**src/rtl/af_cluster_stream.sv**
```systemverilog
`default_nettype none
// ============================================================================
// Module      : af_cluster_stream
// Description : Multi-channel, two-stage pipelined activation-function
//               cluster. Stage S1 applies the per-beat activation (ReLU,
//               bypass, leaky ReLU, clipped ReLU) to every lane. Stage S2
//               requantises each lane with a round-half-up arithmetic right
//               shift and saturates it to OUT_BITWIDTH, flagging any clamp.
//               Configuration travels with its beat through the pipe.
// Ports       : clk_i        - clock, rising-edge active
//               rst_i        - synchronous active-high reset
//               mode_i       - activation select (0 ReLU, 1 bypass,
//                              2 leaky, 3 clipped, >= MODES bypass)
//               shift_i      - requantisation right-shift amount
//               leak_shift_i - leaky slope shift for negative inputs
//               clip_i       - unsigned upper bound used by clipped mode
//               data_i       - CHANNELS packed signed input lanes
//               enable_i     - input valid
//               ready_o      - input ready (combinational from ready_i)
//               data_o       - CHANNELS packed signed output lanes
//               sat_o        - per-lane saturation flag
//               enable_o     - output valid
//               ready_i      - downstream ready
// Revision    : 1.0 - initial release
// ============================================================================
module af_cluster_stream #(
    parameter int DATA_BITWIDTH  = 20,
    parameter int OUT_BITWIDTH   = 8,
    parameter int CHANNELS       = 4,
    parameter int MODES          = 4,
    parameter int SHIFT_BITWIDTH = 5
) (
    input  logic                              clk_i,
    input  logic                              rst_i,
    input  logic [$clog2(MODES)-1:0]          mode_i,
    input  logic [SHIFT_BITWIDTH-1:0]         shift_i,
    input  logic [SHIFT_BITWIDTH-1:0]         leak_shift_i,
    input  logic [OUT_BITWIDTH-2:0]           clip_i,
    input  logic [CHANNELS*DATA_BITWIDTH-1:0] data_i,
    input  logic                              enable_i,
    output logic                              ready_o,
    output logic [CHANNELS*OUT_BITWIDTH-1:0]  data_o,
    output logic [CHANNELS-1:0]               sat_o,
    output logic                              enable_o,
    input  logic                              ready_i
);

    localparam logic [31:0] c_MODE_RELU  = 32'd0;
    localparam logic [31:0] c_MODE_LEAKY = 32'd2;
    localparam logic [31:0] c_MODE_CLIP  = 32'd3;

    // Output range expressed at the S2 working width (DATA_BITWIDTH+1).
    localparam logic signed [DATA_BITWIDTH:0] c_OUT_MAX =
        (DATA_BITWIDTH+1)'(2**(OUT_BITWIDTH-1) - 1);
    localparam logic signed [DATA_BITWIDTH:0] c_OUT_MIN =
        (DATA_BITWIDTH+1)'(-(2**(OUT_BITWIDTH-1)));

    // ------------------------------------------------------------------
    // Handshake / advance
    // ------------------------------------------------------------------
    logic r_v1;
    logic r_v2;
    logic w_adv1;
    logic w_adv2;

    assign w_adv2   = !r_v2 || ready_i;
    assign w_adv1   = !r_v1 || w_adv2;
    assign ready_o  = w_adv1 && !rst_i;
    assign enable_o = r_v2;

    // ------------------------------------------------------------------
    // Mode decode (values outside the implemented set behave as bypass)
    // ------------------------------------------------------------------
    logic [31:0] w_mode_ext;
    logic        w_mode_ok;
    logic        w_relu;
    logic        w_leaky;
    logic        w_clip_en;

    assign w_mode_ext = 32'(mode_i);
    assign w_mode_ok  = w_mode_ext < MODES;
    assign w_relu     = w_mode_ok && (w_mode_ext == c_MODE_RELU || w_mode_ext == c_MODE_CLIP);
    assign w_leaky    = w_mode_ok && (w_mode_ext == c_MODE_LEAKY);
    assign w_clip_en  = w_mode_ok && (w_mode_ext == c_MODE_CLIP);

    // ------------------------------------------------------------------
    // S1 registers: activated lanes plus the config S2 still needs
    // ------------------------------------------------------------------
    logic [CHANNELS*DATA_BITWIDTH-1:0] w_act_all;
    logic [CHANNELS*DATA_BITWIDTH-1:0] r_act1;
    logic [SHIFT_BITWIDTH-1:0]         r_shift1;
    logic [OUT_BITWIDTH-2:0]           r_clip1;
    logic                              r_clip_en1;

    // S2 results and registers
    logic [CHANNELS*OUT_BITWIDTH-1:0]  w_out_all;
    logic [CHANNELS-1:0]               w_sat_all;
    logic [CHANNELS*OUT_BITWIDTH-1:0]  r_data2;
    logic [CHANNELS-1:0]               r_sat2;

    // Shifts at or beyond the data width collapse to the sign of the input.
    logic w_shift_big;
    assign w_shift_big = 32'(r_shift1) >= DATA_BITWIDTH;

    genvar k;
    generate
        for (k = 0; k < CHANNELS; k++) begin : g_lane
            // ---------------- S1: activation ----------------
            logic signed [DATA_BITWIDTH-1:0] w_x;
            logic signed [DATA_BITWIDTH-1:0] w_act;

            assign w_x = data_i[k*DATA_BITWIDTH +: DATA_BITWIDTH];

            always_comb begin
                w_act = w_x;
                if (w_x[DATA_BITWIDTH-1]) begin
                    if (w_relu) begin
                        w_act = '0;
                    end else if (w_leaky) begin
                        w_act = w_x >>> leak_shift_i;
                    end
                end
            end

            assign w_act_all[k*DATA_BITWIDTH +: DATA_BITWIDTH] = w_act;

            // ---------------- S2: requantise + saturate ----------------
            // One extra bit of headroom so the rounding add cannot wrap.
            logic signed [DATA_BITWIDTH-1:0] w_a;
            logic signed [DATA_BITWIDTH:0]   w_ae;
            logic signed [DATA_BITWIDTH:0]   w_rnd;
            logic signed [DATA_BITWIDTH:0]   w_y;
            logic signed [DATA_BITWIDTH:0]   w_hi;
            logic signed [DATA_BITWIDTH:0]   w_q;
            logic                            w_sat;

            assign w_a  = r_act1[k*DATA_BITWIDTH +: DATA_BITWIDTH];
            assign w_ae = {w_a[DATA_BITWIDTH-1], w_a};

            always_comb begin
                w_rnd = '0;
                if (r_shift1 != '0) begin
                    w_rnd = (DATA_BITWIDTH+1)'(1) << (r_shift1 - SHIFT_BITWIDTH'(1));
                end
                if (w_shift_big) begin
                    w_y = w_ae[DATA_BITWIDTH] ? '1 : '0;
                end else begin
                    w_y = (w_ae + w_rnd) >>> r_shift1;
                end
            end

            // Clip bound is narrower than the output range, so in clipped
            // mode it simply replaces the upper limit.
            assign w_hi = r_clip_en1 ? (DATA_BITWIDTH+1)'(r_clip1) : c_OUT_MAX;

            always_comb begin
                w_q   = w_y;
                w_sat = 1'b0;
                if (w_y > w_hi) begin
                    w_q   = w_hi;
                    w_sat = 1'b1;
                end else if (w_y < c_OUT_MIN) begin
                    w_q   = c_OUT_MIN;
                    w_sat = 1'b1;
                end
            end

            assign w_out_all[k*OUT_BITWIDTH +: OUT_BITWIDTH] = w_q[OUT_BITWIDTH-1:0];
            assign w_sat_all[k] = w_sat;
        end
    endgenerate

    // ------------------------------------------------------------------
    // Pipeline registers
    // ------------------------------------------------------------------
    always_ff @(posedge clk_i) begin
        if (rst_i) begin
            r_v1       <= 1'b0;
            r_v2       <= 1'b0;
            r_act1     <= '0;
            r_shift1   <= '0;
            r_clip1    <= '0;
            r_clip_en1 <= 1'b0;
            r_data2    <= '0;
            r_sat2     <= '0;
        end else begin
            if (w_adv1) begin
                r_v1 <= enable_i;
                if (enable_i) begin
                    r_act1     <= w_act_all;
                    r_shift1   <= shift_i;
                    r_clip1    <= clip_i;
                    r_clip_en1 <= w_clip_en;
                end
            end
            if (w_adv2) begin
                r_v2 <= r_v1;
                if (r_v1) begin
                    r_data2 <= w_out_all;
                    r_sat2  <= w_sat_all;
                end
            end
        end
    end

    assign data_o = r_data2;
    assign sat_o  = r_sat2;

endmodule
`default_nettype wire

```
**config.mk**
```make
export PLATFORM = sky130hd
export DESIGN_NAME = af_cluster_stream
export DESIGN_NICKNAME = d
export VERILOG_FILES = /design/src/rtl/af_cluster_stream.sv
export SDC_FILE = /design/constraint.sdc
export NUM_CORES = 1
export LEC_CHECK = 0
export BUFFER_PORTS_ARGS = -buffer_cell sky130_fd_sc_hd__buf_2
export CAP_MARGIN = 40
export CELL_PAD_IN_SITES_DETAIL_PLACEMENT = 1
export CELL_PAD_IN_SITES_GLOBAL_PLACEMENT = 1
export CORE_ASPECT_RATIO = 0.8
export CORE_MARGIN = 4
export CORE_UTILIZATION = 46
export DETAILED_ROUTE_END_ITERATION = 12
export PLACE_DENSITY_LB_ADDON = 0.1
export SLEW_MARGIN = 20
export SYNTH_ARGS = -nofsm -noshare
export SYNTH_HDL_FRONTEND = slang
export SYNTH_SLANG_ARGS = --single-unit
export TNS_END_PERCENT = 50
```
**constraint.sdc**
```tcl
create_clock -name clk_i -period 9.62 [get_ports clk_i]
set_input_delay 1.443 -clock clk_i [delete_from_list [all_inputs] [get_ports clk_i]]
set_output_delay 1.443 -clock clk_i [all_outputs]
set_load 0.1 [all_outputs]
```
Yosys cells after proc, flatten, opt, wreduce, memory -nomap -nowiden
Index checks and enable logic that the tools add are counted.

Bits in registers: 131. Bits of input ports: 103. Output and inout port bits: 38. Word-level logic and storage cells: 86.

Add/sub/neg operators: 5. Order comparisons: 10. Equality and inequality tests: 2. Shift-type cells: 9. Multiplexer cells: 38. Reductions and logical operators: 14.

Operator list (number): $mux W20 (12); $mux W21 (9); $add A20 B21 Y21 (4); $gt A21 B8 Y1 (4); $lt A21 B8 Y1 const B (4); $sshr A21 B5 Y21 (4); $sshr A20 B5 Y20 (4); $mux W8 (8); $logic_not A32 Y1 (1); $shl A1 B5 Y21 const A (1); $mux W1 (8); $mux W7 (1); $ge A5 B5 Y1 const B (1); $reduce_bool A5 Y1 (1); $sub A5 B1 Y5 const B (1); $eq A2 B2 Y1 const B (2); $logic_and A1 B1 Y1 (4); $reduce_and A2 Y1 (2); $logic_not A1 Y1 (3); $logic_or A1 B1 Y1 (3); $lt A2 B3 Y1 const B (1).

Logic depth before layout (Yosys ltp)
Gate-level depths: netlist (run 1).

Depth after elaboration: 9. Mapped depth: 41. Depth with buffers taken out: 32.

Least setup slack after synthesis (run 1)
No wires, ideal clock.

Kind: register to register. Start point: reg r_shift1[1]. End point: reg r_data2[14] (netlist: data_o[14]). Setup time: 0.146 ns. Arrival time: 8.369 ns. Required time: 9.474 ns. Setup slack: 1.105 ns. Stages on the path, launching flop included: 39. Path buffers: 11. Period minus slack after synthesis: 8.515 ns. Cells stage by stage: dfxtp_1 buf_2 buf_2 buf_1 clkbuf_1 buf_1 clkbuf_1 clkbuf_1 buf_2 buf_2 buf_1 nor2_1 ha_1 ha_1 a31o_2 a41oi_1 a22oi_2 or3_1 [... 3 more ...] xnor2_1 nor2_1 a21oi_1 a21oi_1 a2111oi_0 ha_1 o21a_1 o21a_1 o21ai_0 nand2b_1 a21oi_1 a41oi_1 a21oi_1 o211ai_1 nor4_2 nand4_1 a311oi_2 a221oi_1.

Longest elaborated chain between the ends: 9. Elaborated cells between the ends (all ways): 12.

RTL lines: start, declared (line 91) `logic [SHIFT_BITWIDTH-1:0] r_shift1;`; start signal, assigned (line 191) `r_shift1 <= shift_i;`; $sub A5 B1 Y5 (line 143) `w_rnd = (DATA_BITWIDTH+1)'(1) << (r_shift1 - SHIFT_BITWIDTH'(1));`; $shl A1 B5 Y21 (line 143); $mux W21 (line 142) `if (r_shift1 != '0) begin`; $add A20 B21 Y21 (line 148) `w_y = (w_ae + w_rnd) >>> r_shift1;`; $sshr A21 B5 Y21 (line 148); $mux W21 * (line 145) `if (w_shift_big) begin`; $lt A21 B8 Y1 (line 162) `end else if (w_y < c_OUT_MIN) begin`; $mux W8 (line 162); $mux W8 * (line 159) `if (w_y > w_hi) begin`; end signal, assigned (line 199) `r_data2 <= w_out_all;`; end, declared (line 98) `logic [CHANNELS*OUT_BITWIDTH-1:0] r_data2;`.

Every way passes the cells marked *; elsewhere a longest branch is shown, timed or not. A chain may end at the register's enable or synchronous reset.

Worst setup path in the final report (run 1)
Start point: reg r_shift1[2]. End point: reg r_data2[2] (netlist: data_o[2]).

The elaborated chain is that of the path after synthesis.

==> results.py, run 1 <==
metrics = {
    "synthesis": {
        "synth_top_family_by_area": "compound AO/OA/AOI/OAI gates",
        "netlist_area_um2": 22980,
        "synth.avg_cell_area_um2": 6.881,
        "synth_compound_area_frac": 0.4017,
        "ys_seq_elements": 131,
        "synth_fa_ha_area_frac": 0.05119,
        "ys_types": 116,
        "post_synth_and_or_nand_nor_area_fraction": 0.2322,
        "synth-xor-area-share": 0.03496,
        "seq_area_frac_synth": 0.1141,
        "yosysWarnings": 0,
        "synth_edf_count": 0,
        "synthFlopType": "dfxtp_1",
        "synth_cells": 3339,
        "async_flop_share": 0,
        "muxShareOfSynthArea": 0.09889,
        "synth_nets": 3528,
    },
    "die": {
        "die_area_um2": 53610,
        "fp-row-count": 72,
        "io-pin-count": 141,
        "initial_core_util": 0.4706,
        "coreArea_um2": 48830,
        "chipHeight_um": 207.9,
        "die_w_um": 257.9,
    },
    "cells_and_area": {
        "final_area_um2": 24850,
        "fin_nets": 3487,
        "syn_to_final_growth_pct": 8.158,
        "drive_gt1_frac": 0.1411,
        "filler_cell_count": 6384,
        "layout_common_cells": "367 x a21oi_1, 367 x nor2_1, 325 x nand2_1",
    },
    "setup_path": {
        "critPathMaxStageDelay_ps": 600,
        "worstSetupEndpointType": "register",
        "crit_type": "reg -> reg",
        "cp-start-kind": "register",
        "slowest_stage": "or3b_1",
        "rrSetupSlack_ps": 730,
        "arrival_ps": 9250,
        "worstPathMaxFanout": 21,
        "crit_required_ps": 9990,
    },
    "job": {
        "max_cap_viol_count": 0,
    },
    "clock_tree": {
        "cts_sinks": 131,
        "tritoncts": "done",
        "post_cts_resized": 0,
        "cts_buffers": 17,
        "htree_levels": 4,
        "clk_pin_slew_worst_paths_ps": 70,
        "root_buffer": "clkbuf_16",
        "post_cts_buffers": 0,
        "ctsHoldBuffers": 0,
        "clk_path_buf_depth": 2,
        "clk_latency_ps": 470,
    },
    "min_path": {
        "hold_class": "reg -> reg",
    },
    "timing": {
        "setup_viol": 0,
        "fin_setup_tns_ps": 0,
        "finClkSkew_ps": 12.33,
        "rsz0062_at_grt": "no",
        "period_minus_slack_ps": 8889,
        "hold_viol_final": 0,
        "slew_headroom": 0.3309,
        "period_share": 0.9240,
        "clock.fmax_mhz": 112.5,
        "slew_violations": 0,
        "tightest_slew_ps": 999.9,
    },
    "routing": {
        "drc": 0,
        "antenna_left": 0,
        "dr.pass1.iters": 6,
        "route.detailed.wl_per_inst_um": 30.06,
        "routed-via-count": 29800,
        "finalWirelength_mm": 119.6,
        "drtIter0Drc": 4307,
        "vias_per_cell": 7.491,
    },
    "grt": {
        "gr-total-overflow": 0,
        "grt_pass1_vias": 28860,
        "grt_pass1_wl_mm": 179.1,
        "met1_usage": 0.5728,
        "met3_usage": 0.1222,
        "grtUsageMet2": 0.6349,
        "grt-busiest-layer": "met2",
        "grt_usage": 0.4242,
        "antenna_found_initial": 6,
        "grt_max_degree": 87,
    },
    "placement": {
        "io_buffers": 140,
        "place_area_um2": 24150,
        "place_congestion": 1.022,
        "dp_hpwl_mm": 92.05,
    },
    "outcome": {
        "outcome": "complete, no violations",
    },
    "pwr": {
        "ir_drop_mv": 0.1269,
        "p_per_area_nw_per_um2": 108.4,
        "p_leak_nw": 10.04,
    },
}
report_power, final:
group	internal, W	total [W]	switching [W]
Combinational	0.000432	0.00135	0.000914
Sequential	0.000584	0.000657	0.0000730
Clock	0.000384	0.000692	0.000307
Total	0.00140	0.00269	0.00129
critical path, delay by kind of cell (launching register included):
family	cells	cell delay, ps
AO/OA/AOI/OAI	19	4730
AND/OR/NAND/NOR	8	2030
adder cells (fa/ha/maj)	2	780
flip-flops	1	430
buffers and inverters	1	420
XOR/XNOR	1	380
layout make-up:
| cell class | count | area (um2) | area share |
|---|---|---|---|
| Inverter | 87 | 326.6 | 0.01314 |
| Sequential cell | 131 | 2636 | 0.1061 |
| Tap cell | 666 | 833.3 | 0.03353 |
| Multi-Input combinational cell | 2816 | 18840 | 0.7583 |
| Antenna cell | 2 | 5.005 | 0.0002014 |
| Timing Repair Buffer | 245 | 1624 | 0.06535 |
| Clock inverter | 13 | 151.4 | 0.006092 |
| Clock buffer | 18 | 429.2 | 0.01727 |
per-stage QoR:
step	hold WS [ps]	power [W]	instances	setup WS, ps	util
after CTS	463.6	0.002635	3968	1051	0.5066
after floorplan	436.7	0.001518	3339	1105	-
after global placement	443.9	0.001905	3923	1131	0.4910
final	461.7	0.002694	3978	731.5	0.5089
after global routing	485.0	0.002796	3976	276.9	0.5088
after detailed placement	452.8	0.001946	3937	1072	0.4947
synthesized netlist by cell type (all sizes together), types with 14 or more instances:
library cell    n  area share
clkbuf        225       0.037
a221oi         28       0.011
nor4           24      0.0077
mux4           53       0.052
nand2         325       0.053
and2           31      0.0084
xnor2          67       0.026
a22oi          18      0.0061
o211a          17      0.0074
nand2b         20      0.0054
or2            35      0.0095
or3            20      0.0057
o21a           27      0.0088
nor3           69       0.016
mux2           20      0.0098
a31oi          53       0.014
a21o           44       0.014
a211o          14      0.0053
mux2i          84       0.037
nor2b          33      0.0090
nand4          34      0.0093
o31ai          28      0.0094
o221ai         41       0.016
dfxtp         131        0.11
o21ai         216       0.047
o311ai         14      0.0057
and3           42       0.011
o211ai         83       0.028
nand3          75       0.016
a211oi        151       0.050
a311oi         26       0.011
xor2           23      0.0091
a2111oi        23       0.010
inv            83       0.014
ha             86       0.047
buf            80       0.016
nor2          371       0.061
a31o           15      0.0057
a21oi         370       0.081
o22ai          23      0.0063
metal layers:
layer	wire [um]	vias to the layer above
met4	5879	8
met5	56	-
li1	-	12710
met2	50530	2080
met1	47900	14560
met3	15240	448
cells by family after synthesis:
kind of cell	count (synthesis)
buf+inv	392
mux	157
xor+xnor	90
flops	131
simple gates	1127
compound gates	1346
fa+ha+maj	96
flip-flops by register name, indices dropped and copies added (netlist names):
register    cells
r_act1         80
data_o         32
r_clip1         7
r_shift1        5
sat_o           4
enable_o        1
r_clip_en1      1
r_v1            1
path summary, 6_finish.rpt:
path | start | end | depth (start not counted)
max | r_shift1[2] | data_o[2] | 31
min | data_o[31] | data_o[31] | 2
max reg2reg | r_shift1[2] | data_o[2] | 31
min reg2reg | data_o[31] | data_o[31] | 2
Power figures use the tool's default switching activity.
==> inputs of run 2 (changes only) <==
ABC_AREA = 1   (was not set)
CORE_UTILIZATION = 43   (was 46)
==> run 2 against run 1 <==
  * First-iteration DRC count fell by 41%
  * Die area fell by 5.5%
  * Worst hold slack improved by 10 ps
  * Count of clock-buffer cells in the layout rose by 1
  * Sequential share of layout area rose by 1.3 points
  * Area after synthesis fell by 12%
  * Global-route usage fell by 6.6 points
  * Largest power group unchanged
==> results.py, run 2 <==
metrics = {
    "setup_path": {
        "reg2reg_from": "r_shift1[4]",
        "r2r-end": "data_o[6]",
        "r2r_cells": 40,
        "arrival_ps": 7530,
        "worstPathMaxFanout": 25,
        "crit_top_cell": "nand2_1",
        "worstSetupEndpointType": "register",
        "crit_type": "reg -> reg",
        "cp-start-kind": "register",
        "crit_required_ps": 10010,
        "rrSetupSlack_ps": 2480,
        "slowest_stage": "nand2_2",
        "critPathMaxStageDelay_ps": 510,
    },
    "min_path": {
        "hold_path_depth": 2,
        "whs_endpoint": "data_o[7]",
        "min-delay-start": "data_o[7]",
        "hold_class": "reg -> reg",
    },
    "synthesis": {
        "ys_types": 57,
        "ys_seq_elements": 131,
        "async_flop_share": 0,
        "synthFlopType": "dfxtp_1",
        "synth.area.top_cells": "nand2_1 19%, nand3_1 13%, dfxtp_1 13%",
        "yosysWarnings": 0,
        "synth_edf_count": 0,
        "synthTopCellsByCount": "1031 x nand2_1, 536 x nand3_1, 373 x o21ai_0",
        "seq_area_frac_synth": 0.1295,
        "synth.avg_cell_area_um2": 5.424,
        "synth_area_leader_cell": "nand2_1",
        "synth_nets": 3923,
        "yosysMostFrequentCell": "nand2_1",
        "synth_cells": 3734,
        "yosys.area.top_type_share": 0.1911,
        "netlist_area_um2": 20250,
    },
    "pwr": {
        "swShare": 0.4854,
        "p_leak_nw": 10.99,
        "p_int_w": 0.001321,
        "p_per_area_nw_per_um2": 116.7,
        "clock_power_share": 0.281,
        "ir_drop_mv": 0.1409,
        "seqPwrFrac": 0.241,
        "net-switching-power_w": 0.001246,
        "combPwrFrac": 0.478,
    },
    "cells_and_area": {
        "final_area_um2": 21990,
        "largest_reg_flops": 80,
        "drive_gt1_frac": 0.09101,
        "syn_to_final_growth_pct": 8.594,
        "largest_register": "r_act1",
        "layout_common_cells": "1030 x nand2_1, 536 x nand3_1, 373 x o21ai_0",
        "diodes": 0,
        "fin_nets": 3934,
        "layout_commonest_cell": "nand2_1",
    },
    "grt": {
        "grt_usage": 0.3580,
        "antenna_found_initial": 0,
        "grt_pass1_vias": 27400,
        "gr-total-overflow": 0,
        "grt_max_degree": 98,
        "grt_pass1_wl_mm": 147.5,
    },
    "die": {
        "die_area_um2": 50660,
        "initial_core_util": 0.4388,
        "coreArea_um2": 46160,
        "die_w_um": 250.6,
        "chipHeight_um": 202.1,
        "io-pin-count": 141,
        "fp-row-count": 70,
    },
    "timing": {
        "slew_headroom": 0.4029,
        "period_share": 0.7420,
        "clock.fmax_mhz": 140.1,
        "worst_slack_ps": 2482,
        "finClkSkew_ps": 16.76,
        "setup_viol": 0,
        "rsz0062_at_grt": "no",
        "fin_setup_tns_ps": 0,
        "hold_viol_final": 0,
        "slew_violations": 0,
        "tightest_slew_ps": 895.6,
        "period_minus_slack_ps": 7138,
    },
    "clock_tree": {
        "root_buffer": "clkbuf_16",
        "clk_pin_slew_worst_paths_ps": 80,
        "htree_levels": 4,
        "post_cts_buffers": 0,
        "cts_sinks": 131,
        "clk_path_buf_depth": 2,
        "cts_buffers": 17,
        "tritoncts": "done",
        "ctsHoldBuffers": 0,
        "post_cts_resized": 0,
        "clk_latency_ps": 470,
    },
    "routing": {
        "antenna_left": 0,
        "drc": 0,
        "finalWirelength_mm": 94.40,
        "dr.pass1.iters": 5,
        "route.detailed.wl_per_inst_um": 21.60,
        "routed-via-count": 27060,
        "drtIter0Drc": 2554,
        "vias_per_cell": 6.193,
    },
    "placement": {
        "io_buffers": 140,
        "dp_hpwl_mm": 75.32,
        "place_area_um2": 21230,
        "dp_slack_ps": 2752,
        "place_congestion": 1.012,
    },
    "job": {
        "max_cap_viol_count": 0,
    },
    "outcome": {
        "outcome": "complete, no violations",
    },
}
==> run 2: cell count changes in the layout (fill, tap and decap cells not counted), moves of 62 or more <==
| cell | change |
|---|---|
| o21ai_0 | +161 |
| xnor2_1 | -62 |
| nand2_1 | +705 |
| a211oi_1 | -140 |
| nor2_1 | -108 |
| a21oi_1 | -65 |
| nand3_1 | +461 |
| inv_1 | +237 |
==> run 2: worst max-delay path by stage <==
| stage | from | to | slack [ps] | cells after the start |
|---|---|---|---|---|
| after floorplan | r_shift1[2] | sat_o[1] | 4330 | 39 |
| after global placement | r_shift1[0] | sat_o[0] | 2710 | 38 |
| after detailed placement | r_shift1[4] | data_o[6] | 2750 | 40 |
| after CTS | r_shift1[4] | data_o[6] | 2680 | 40 |
| after global routing | r_shift1[4] | data_o[6] | 1920 | 40 |
| final | r_shift1[4] | data_o[6] | 2480 | 40 |
==> run 2: cell type report <==
cell class                 instances  area [um2]
fill                            6808       24160
multi-input combinational       3044       15490
sequential                       131        2626
inverter                         363        1365
timing repair buffer             188        1151
tap                              612       765.7
clock buffer                      19       442.9
clock inverter                    13       148.9
==> run 2: metrics by stage <==
stage | util | total power (W) | std cells | hold WS, ps
3_3_place_gp | 0.4584 | 0.001762 | 4318 | 452.7
2_1_floorplan | - | 0.001465 | 3734 | 447.2
3_5_place_dp | 0.4600 | 0.001811 | 4324 | 463.4
5_1_grt | 0.4765 | 0.002717 | 4370 | 504.8
4_1_cts | 0.4728 | 0.002528 | 4356 | 474.4
6_report | 0.4765 | 0.002567 | 4370 | 471.9
==> run 2: kinds of logic after synthesis <==
family / Yosys count / share of synthesized area
xor gates and xnor gates: 28 / 0.01211
and+or+nand+nor: 1992 / 0.4311
AOI/OAI and AO/OA: 914 / 0.2561
muxes: 24 / 0.01186
DFF: 131 / 0.1295
adders and majority gates: 86 / 0.05313
buffers and inverters: 559 / 0.1061
==> run 2: critical path: cells and delay by family (launching register included) <==
kind,cells,cell delay [ps]
and+or+nand+nor,24,3680
AOI/OAI and AO/OA,9,1540
adders and majority gates,2,460
DFF,1,310
xor gates and xnor gates,1,260
buffers and inverters,4,800
==> run 2: metal layers <==
metal / vias up / track usage / routed length (um)
met4: 0 / 0.1408 / 3904
met1: 13070 / 0.4597 / 40460
met3: 265 / 0.07140 / 6960
li1: 12750 / - / -
met2: 975 / 0.5921 / 43080
met5: - / 0 / 0
==> run 2: power by group through the flow <==
stage	Sequential, W	Combinational (W)	Clock, W
2_1_floorplan	0.000698	0.000767	0
3_3_place_gp	0.000632	0.00113	0
3_5_place_dp	0.000630	0.00118	0
4_1_cts	0.000618	0.00119	0.000721
5_1_grt	0.000622	0.00135	0.000746
6_report	0.000619	0.00123	0.000721
